[config.mk]
export PLATFORM = sky130hd
export DESIGN_NAME = id_operand_stage
export DESIGN_NICKNAME = d
export VERILOG_FILES = /design/src/rtl/core_pkg.sv /design/src/rtl/imm_gen.sv /design/src/rtl/id_operand_stage.sv
export SDC_FILE = /design/constraint.sdc
export NUM_CORES = 1
export LEC_CHECK = 0
export ABC_AREA = 1
export CORE_AREA = 2 2 157 159
export CTS_CLUSTER_DIAMETER = 40
export CTS_CLUSTER_SIZE = 14
export DETAILED_ROUTE_END_ITERATION = 12
export DIE_AREA = 0 0 159 161
export DONT_BUFFER_PORTS = 1
export PLACE_DENSITY_LB_ADDON = 0.2
export REMOVE_ABC_BUFFERS = 1
export SLEW_MARGIN = 5
export SYNTH_ARGS = -nofsm -noshare
export SYNTH_HDL_FRONTEND = slang
export SYNTH_SLANG_ARGS = --single-unit
[constraint.sdc]
create_clock -name clk -period 3.05 [get_ports clk]
set_input_delay 0.61 -clock clk [delete_from_list [all_inputs] [get_ports clk]]
set_output_delay 0.61 -clock clk [all_outputs]
set_load 0.03 [all_outputs]
[src/rtl/core_pkg.sv]
// Shared decode types for the ID stage: opcode values, op classes, immediate formats, ID/EX payload.
// No logic of its own; pure type and constant definitions.
// Not applicable for backpressure (package only).
package core_pkg;

    localparam logic [6:0] OPC_OP     = 7'b0110011;
    localparam logic [6:0] OPC_OP_IMM = 7'b0010011;
    localparam logic [6:0] OPC_LOAD_O = 7'b0000011;
    localparam logic [6:0] OPC_STORE_O = 7'b0100011;
    localparam logic [6:0] OPC_BRANCH_O = 7'b1100011;
    localparam logic [6:0] OPC_JAL_O  = 7'b1101111;
    localparam logic [6:0] OPC_JALR_O = 7'b1100111;
    localparam logic [6:0] OPC_LUI_O  = 7'b0110111;
    localparam logic [6:0] OPC_AUIPC_O = 7'b0010111;

    typedef enum logic [3:0] {
        OPC_ALU     = 4'd0,
        OPC_ALUI    = 4'd1,
        OPC_LOAD    = 4'd2,
        OPC_STORE   = 4'd3,
        OPC_BRANCH  = 4'd4,
        OPC_JAL     = 4'd5,
        OPC_JALR    = 4'd6,
        OPC_LUI     = 4'd7,
        OPC_AUIPC   = 4'd8,
        OPC_ILLEGAL = 4'd9
    } opclass_e;

    typedef enum logic [2:0] {
        IMM_I,
        IMM_S,
        IMM_B,
        IMM_U,
        IMM_J
    } imm_fmt_e;

    typedef struct packed {
        logic [31:0] pc;
        logic [31:0] rs1_val;
        logic [31:0] rs2_val;
        logic [31:0] imm;
        logic [4:0]  rd;
        opclass_e    opclass;
        logic [3:0]  funct;
        logic        illegal;
    } idex_t;

endpackage

[src/rtl/imm_gen.sv]
// Builds the sign-extended RISC-V immediate for the selected format.
// Latency: combinational. Backpressure: none, pure function of its inputs.
// The opcode bits carry no immediate information and are deliberately ignored.
module imm_gen
    import core_pkg::*;
(
    input  logic [31:0] instr,
    input  imm_fmt_e    fmt,
    output logic [31:0] imm
);

    logic unused_opcode;
    assign unused_opcode = ^instr[6:0];

    always_comb begin
        imm = '0;
        case (fmt)
            IMM_I: imm = {{20{instr[31]}}, instr[31:20]};
            IMM_S: imm = {{20{instr[31]}}, instr[31:25], instr[11:7]};
            IMM_B: imm = {{19{instr[31]}}, instr[31], instr[7], instr[30:25], instr[11:8], 1'b0};
            IMM_U: imm = {instr[31:12], 12'b0};
            IMM_J: imm = {{11{instr[31]}}, instr[31], instr[19:12], instr[20], instr[30:21], 1'b0};
            default: imm = '0;
        endcase
    end

endmodule

[src/rtl/id_operand_stage.sv]
// Decode/operand fetch: reads the regfile, bypasses EX/MEM/WB, loads the ID/EX register.
// Latency: one cycle from accept to out_valid.
// Backpressure: in_ready drops on out stall, load-use (or any RAW without bypass) hazard, or flush.
module id_operand_stage
    import core_pkg::*;
#(
    parameter int XLEN   = 32,
    parameter bit FWD_EN = 1'b1
) (
    input  logic            clk,
    input  logic            rst_n,
    input  logic            in_valid,
    output logic            in_ready,
    input  logic [31:0]     in_instr,
    input  logic [XLEN-1:0] in_pc,
    output logic [4:0]      rf_rs1,
    output logic [4:0]      rf_rs2,
    input  logic [XLEN-1:0] rf_rs1_data,
    input  logic [XLEN-1:0] rf_rs2_data,
    input  logic            ex_valid,
    input  logic [4:0]      ex_rd,
    input  logic [XLEN-1:0] ex_data,
    input  logic            ex_is_load,
    input  logic            mem_valid,
    input  logic [4:0]      mem_rd,
    input  logic [XLEN-1:0] mem_data,
    input  logic            wb_write,
    input  logic [4:0]      wb_rd,
    input  logic [XLEN-1:0] wb_data,
    input  logic            flush,
    output logic            out_valid,
    input  logic            out_ready,
    output logic [XLEN-1:0] out_pc,
    output logic [XLEN-1:0] out_rs1_val,
    output logic [XLEN-1:0] out_rs2_val,
    output logic [XLEN-1:0] out_imm,
    output logic [4:0]      out_rd,
    output logic [3:0]      out_opclass,
    output logic [3:0]      out_funct,
    output logic            out_illegal
);

    function automatic logic src_hit(input logic v, input logic [4:0] rd, input logic [4:0] s);
        return v && (rd != 5'd0) && (rd == s);
    endfunction

    opclass_e    opclass;
    imm_fmt_e    fmt;
    logic        use_rs1, use_rs2, has_rd;
    logic [31:0] imm;
    logic [31:0] rs1_val, rs2_val;
    logic        hazard, load;
    idex_t       q;

    assign rf_rs1 = in_instr[19:15];
    assign rf_rs2 = in_instr[24:20];

    always_comb begin
        opclass = OPC_ILLEGAL;
        fmt     = IMM_I;
        use_rs1 = 1'b0;
        use_rs2 = 1'b0;
        has_rd  = 1'b0;
        case (in_instr[6:0])
            OPC_OP:       begin opclass = OPC_ALU;    use_rs1 = 1'b1; use_rs2 = 1'b1; has_rd = 1'b1; end
            OPC_OP_IMM:   begin opclass = OPC_ALUI;   use_rs1 = 1'b1; has_rd = 1'b1; end
            OPC_LOAD_O:   begin opclass = OPC_LOAD;   use_rs1 = 1'b1; has_rd = 1'b1; end
            OPC_STORE_O:  begin opclass = OPC_STORE;  fmt = IMM_S; use_rs1 = 1'b1; use_rs2 = 1'b1; end
            OPC_BRANCH_O: begin opclass = OPC_BRANCH; fmt = IMM_B; use_rs1 = 1'b1; use_rs2 = 1'b1; end
            OPC_JAL_O:    begin opclass = OPC_JAL;    fmt = IMM_J; has_rd = 1'b1; end
            OPC_JALR_O:   begin opclass = OPC_JALR;   use_rs1 = 1'b1; has_rd = 1'b1; end
            OPC_LUI_O:    begin opclass = OPC_LUI;    fmt = IMM_U; has_rd = 1'b1; end
            OPC_AUIPC_O:  begin opclass = OPC_AUIPC;  fmt = IMM_U; has_rd = 1'b1; end
            default:      opclass = OPC_ILLEGAL;
        endcase
    end

    imm_gen u_imm_gen (
        .instr (in_instr),
        .fmt   (fmt),
        .imm   (imm)
    );

    // Without bypassing every RAW match stalls, so the regfile value is the only source needed.
    always_comb begin
        rs1_val = rf_rs1_data;
        rs2_val = rf_rs2_data;
        if (rf_rs1 == 5'd0)                                rs1_val = '0;
        else if (FWD_EN && src_hit(ex_valid, ex_rd, rf_rs1))   rs1_val = ex_data;
        else if (FWD_EN && src_hit(mem_valid, mem_rd, rf_rs1)) rs1_val = mem_data;
        else if (FWD_EN && src_hit(wb_write, wb_rd, rf_rs1))   rs1_val = wb_data;
        if (rf_rs2 == 5'd0)                                rs2_val = '0;
        else if (FWD_EN && src_hit(ex_valid, ex_rd, rf_rs2))   rs2_val = ex_data;
        else if (FWD_EN && src_hit(mem_valid, mem_rd, rf_rs2)) rs2_val = mem_data;
        else if (FWD_EN && src_hit(wb_write, wb_rd, rf_rs2))   rs2_val = wb_data;
    end

    always_comb begin
        hazard = 1'b0;
        if (FWD_EN) begin
            hazard = ex_is_load &&
                     ((use_rs1 && src_hit(ex_valid, ex_rd, rf_rs1)) ||
                      (use_rs2 && src_hit(ex_valid, ex_rd, rf_rs2)));
        end else begin
            hazard = (use_rs1 && (src_hit(ex_valid, ex_rd, rf_rs1) ||
                                  src_hit(mem_valid, mem_rd, rf_rs1) ||
                                  src_hit(wb_write, wb_rd, rf_rs1))) ||
                     (use_rs2 && (src_hit(ex_valid, ex_rd, rf_rs2) ||
                                  src_hit(mem_valid, mem_rd, rf_rs2) ||
                                  src_hit(wb_write, wb_rd, rf_rs2)));
        end
    end

    assign in_ready = (!out_valid || out_ready) && !hazard && !flush;
    assign load     = in_valid && in_ready;

    always_ff @(posedge clk) begin
        if (!rst_n) begin
            q         <= '0;
            out_valid <= 1'b0;
        end else if (load) begin
            q.pc      <= in_pc;
            q.rs1_val <= use_rs1 ? rs1_val : '0;
            q.rs2_val <= use_rs2 ? rs2_val : '0;
            q.imm     <= imm;
            q.rd      <= has_rd ? in_instr[11:7] : 5'd0;
            q.opclass <= opclass;
            q.funct   <= {in_instr[30], in_instr[14:12]};
            q.illegal <= (opclass == OPC_ILLEGAL);
            out_valid <= 1'b1;
        end else if (flush || out_ready || !out_valid) begin
            out_valid <= 1'b0;
        end
    end

    assign out_pc      = q.pc;
    assign out_rs1_val = q.rs1_val;
    assign out_rs2_val = q.rs2_val;
    assign out_imm     = q.imm;
    assign out_rd      = q.rd;
    assign out_opclass = q.opclass;
    assign out_funct   = q.funct;
    assign out_illegal = q.illegal;

endmodule

==> results.ini <==
[power]
power.density_nw_per_um2=524
total_power_w=0.00488
ir_worst_vdd_mv=0.234
leakage_nw=3.79

[finish]
n_antenna_cell=0
layout_commonest_cell=nand2_1
area_growth_pct=9.66
final_layout_size_suffix_gt1_share_pct=6.54
final_util_pct=38.9
layout_common_cells=518 x nand2_1, 206 x nand3_1, 146 x a21oi_1, 143 x dfxtp_1
layout.nets=1565
stdcell_area_um2=9320

[setup_path]
critPathMaxFanout=5
r2r_setup_slack_ns=1.21
arrival_ns=1.64
crit_path_start_kind=input pin
worst_setup_path_end_kind=output port
cp.required_ns=2.44
setup.worst_path.class=in -> out

[logic_synthesis]
avgSynthCellArea_um2=6.15
yosys_warnings=0
synth_top_cell_by_area=dfxtp_1
syn_inst=1381
syn_area_um2=8500
synth_seq_area_share_pct=33.7
synth_top_area_share_pct=33.7
synthTopCellsByArea=dfxtp_1 34%, nand2_1 23%, nand3_1 12%
synth_cell_types=30
synth.ff_latch_count=143

[cts]
hold_buffers=0
clk_pin_slew_ns=0.08
postCtsSetupBuffers=0
cts_root_buffer=clkbuf_16
cts_tree=done
clock_latency_ns=0.42
htree_levels=4
cts_buffers=17
cts_max_path_buffers=2
cts_resized=0
cts.sinks=143

[floorplan]
die_y_um=161
initial_core_util_pct=35.5
die_w_um=159
die_area_um2=25600
coreArea_um2=24000
num_io_pins=402
placementRows=57

[timing]
setup_viol=0
period_needed_ns=2.25
period_share_pct=73.7
tightest_slew_ns=0.724
worst_slack_ns=0.802
final_max_slew_viol_count=0
timing.hold.ws_ns=0.317
max-slew-margin-rel_pct=51.7
skew_ns=0.00917
hold_violations=0
rsz0062_at_grt=false
fmax_mhz=445

[global_route]
grt_first_pass_wirelength_um=52200
grt_start_max_net_pins=105
antenna_found_initial=0
grt_pass1_vias=8704
grt.total_usage_pct=26.0
grt_remaining_overflow=0

[routing]
drcViolationCount=0
ant_nets=0
wirelength_um=34300
drtPass1Iterations=5
avgRoutedWirePerCell_um=20.8
via_per_inst=5.59
drt-initial-drc-count=987
via_count=9239

[place]
port_buffers=0
preCtsSetupSlack_ns=0.633
place_congestion=0.920
hpwl_um=23100
placed_cell_area_um2=8700

[job]
drv_cap=0

[hold_path]
worstHoldPathType=in -> reg

[outcome]
status=completed

routing by layer:
metal | routed length (um) | vias to the layer above | track usage, % | share of wire (%)
li1 | - | 4400 | - | -
met1 | 14000 | 4208 | 32.1 | 41
met2 | 15800 | 557 | 42.5 | 46
met3 | 3520 | 74 | 8.86 | 10
met4 | 971 | 0 | 8.60 | 2.8
met5 | 0 | - | 0 | 0
state kept, by name (all words and copies together) (netlist names):
| name | count |
|---|---|
| out_rd | 5 |
| out_imm | 32 |
| out_pc | 32 |
| out_rs1_val | 32 |
| out_valid | 1 |
| out_opclass | 4 |
| out_rs2_val | 32 |
| out_funct | 4 |
| out_illegal | 1 |
cell families after synthesis:
family	Yosys count	synth area share (%)
XOR/XNOR	24	2.47
flip-flops	143	33.7
AO/OA/AOI/OAI	174	10.4
buffers and inverters	188	9.84
AND/OR/NAND/NOR	852	43.6
synthesized netlist by cell type:
cell / n
o21a_1: 1
nand2_1: 518
nor3_1: 8
o22ai_1: 1
nand3_4: 1
o32ai_1: 1
nor2_2: 5
nand4_1: 67
o21ai_0: 22
or2_1: 1
inv_2: 8
nand2_2: 3
xor2_1: 14
a31oi_1: 1
a21boi_0: 1
dfxtp_1: 143
buf_4: 25
buf_2: 23
buf_6: 1
nor2_1: 37
clkbuf_1: 58
nor2_4: 1
nor3_2: 3
xnor2_1: 10
nand3_1: 206
inv_1: 68
a21oi_1: 146
buf_1: 5
nand3b_1: 2
o41ai_1: 1
per-stage QoR:
stage | setup TNS (ns) | instances
finish | 0 | 1654
global route | 0 | 1654
detailed placement | 0 | 1622
global placement | 0 | 1622
CTS | 0 | 1654
floorplan | -44.30 | 1269
layout make-up:
cell class	count	area (um^2)
repair buffers	29	293
inverters	76	288
clock inverters	15	198
flip-flops and latches	143	2860
well taps	324	405
fillers	2657	14600
multi-input cells	1050	4850
clock buffers	17	425
final timing paths:
path / startpoint / to / cells past startpoint
max: in_instr[1] / in_ready / 10
min: in_pc[10] / out_pc[10]$_SDFFE_PN0P_ / 2
max reg2reg: out_valid$_SDFFE_PN0P_ / out_imm[7]$_SDFFE_PN0P_ / 6
min reg2reg: out_rs1_val[19]$_SDFFE_PN0P_ / out_rs1_val[19]$_SDFFE_PN0P_ / 2
power breakdown:
group	total (W)	switching, W	internal [W]
clock network	0.00221	0.00102	0.00119
logic	0.000611	0.000432	0.000179
registers	0.00206	0.000145	0.00192
total	0.00488	0.00160	0.00329
critical path, cell delays in order:
cell,delay [ns]
nand2_1,0.07
inv_1,0.08
nand2_2,0.11
inv_2,0.07
nand2_1,0.07
nand2_1,0.09
nand3_1,0.10
nand2_1,0.08
a21boi_0,0.18
buf_4,0.19
No activity file was read; power rests on OpenSTA's default activity.
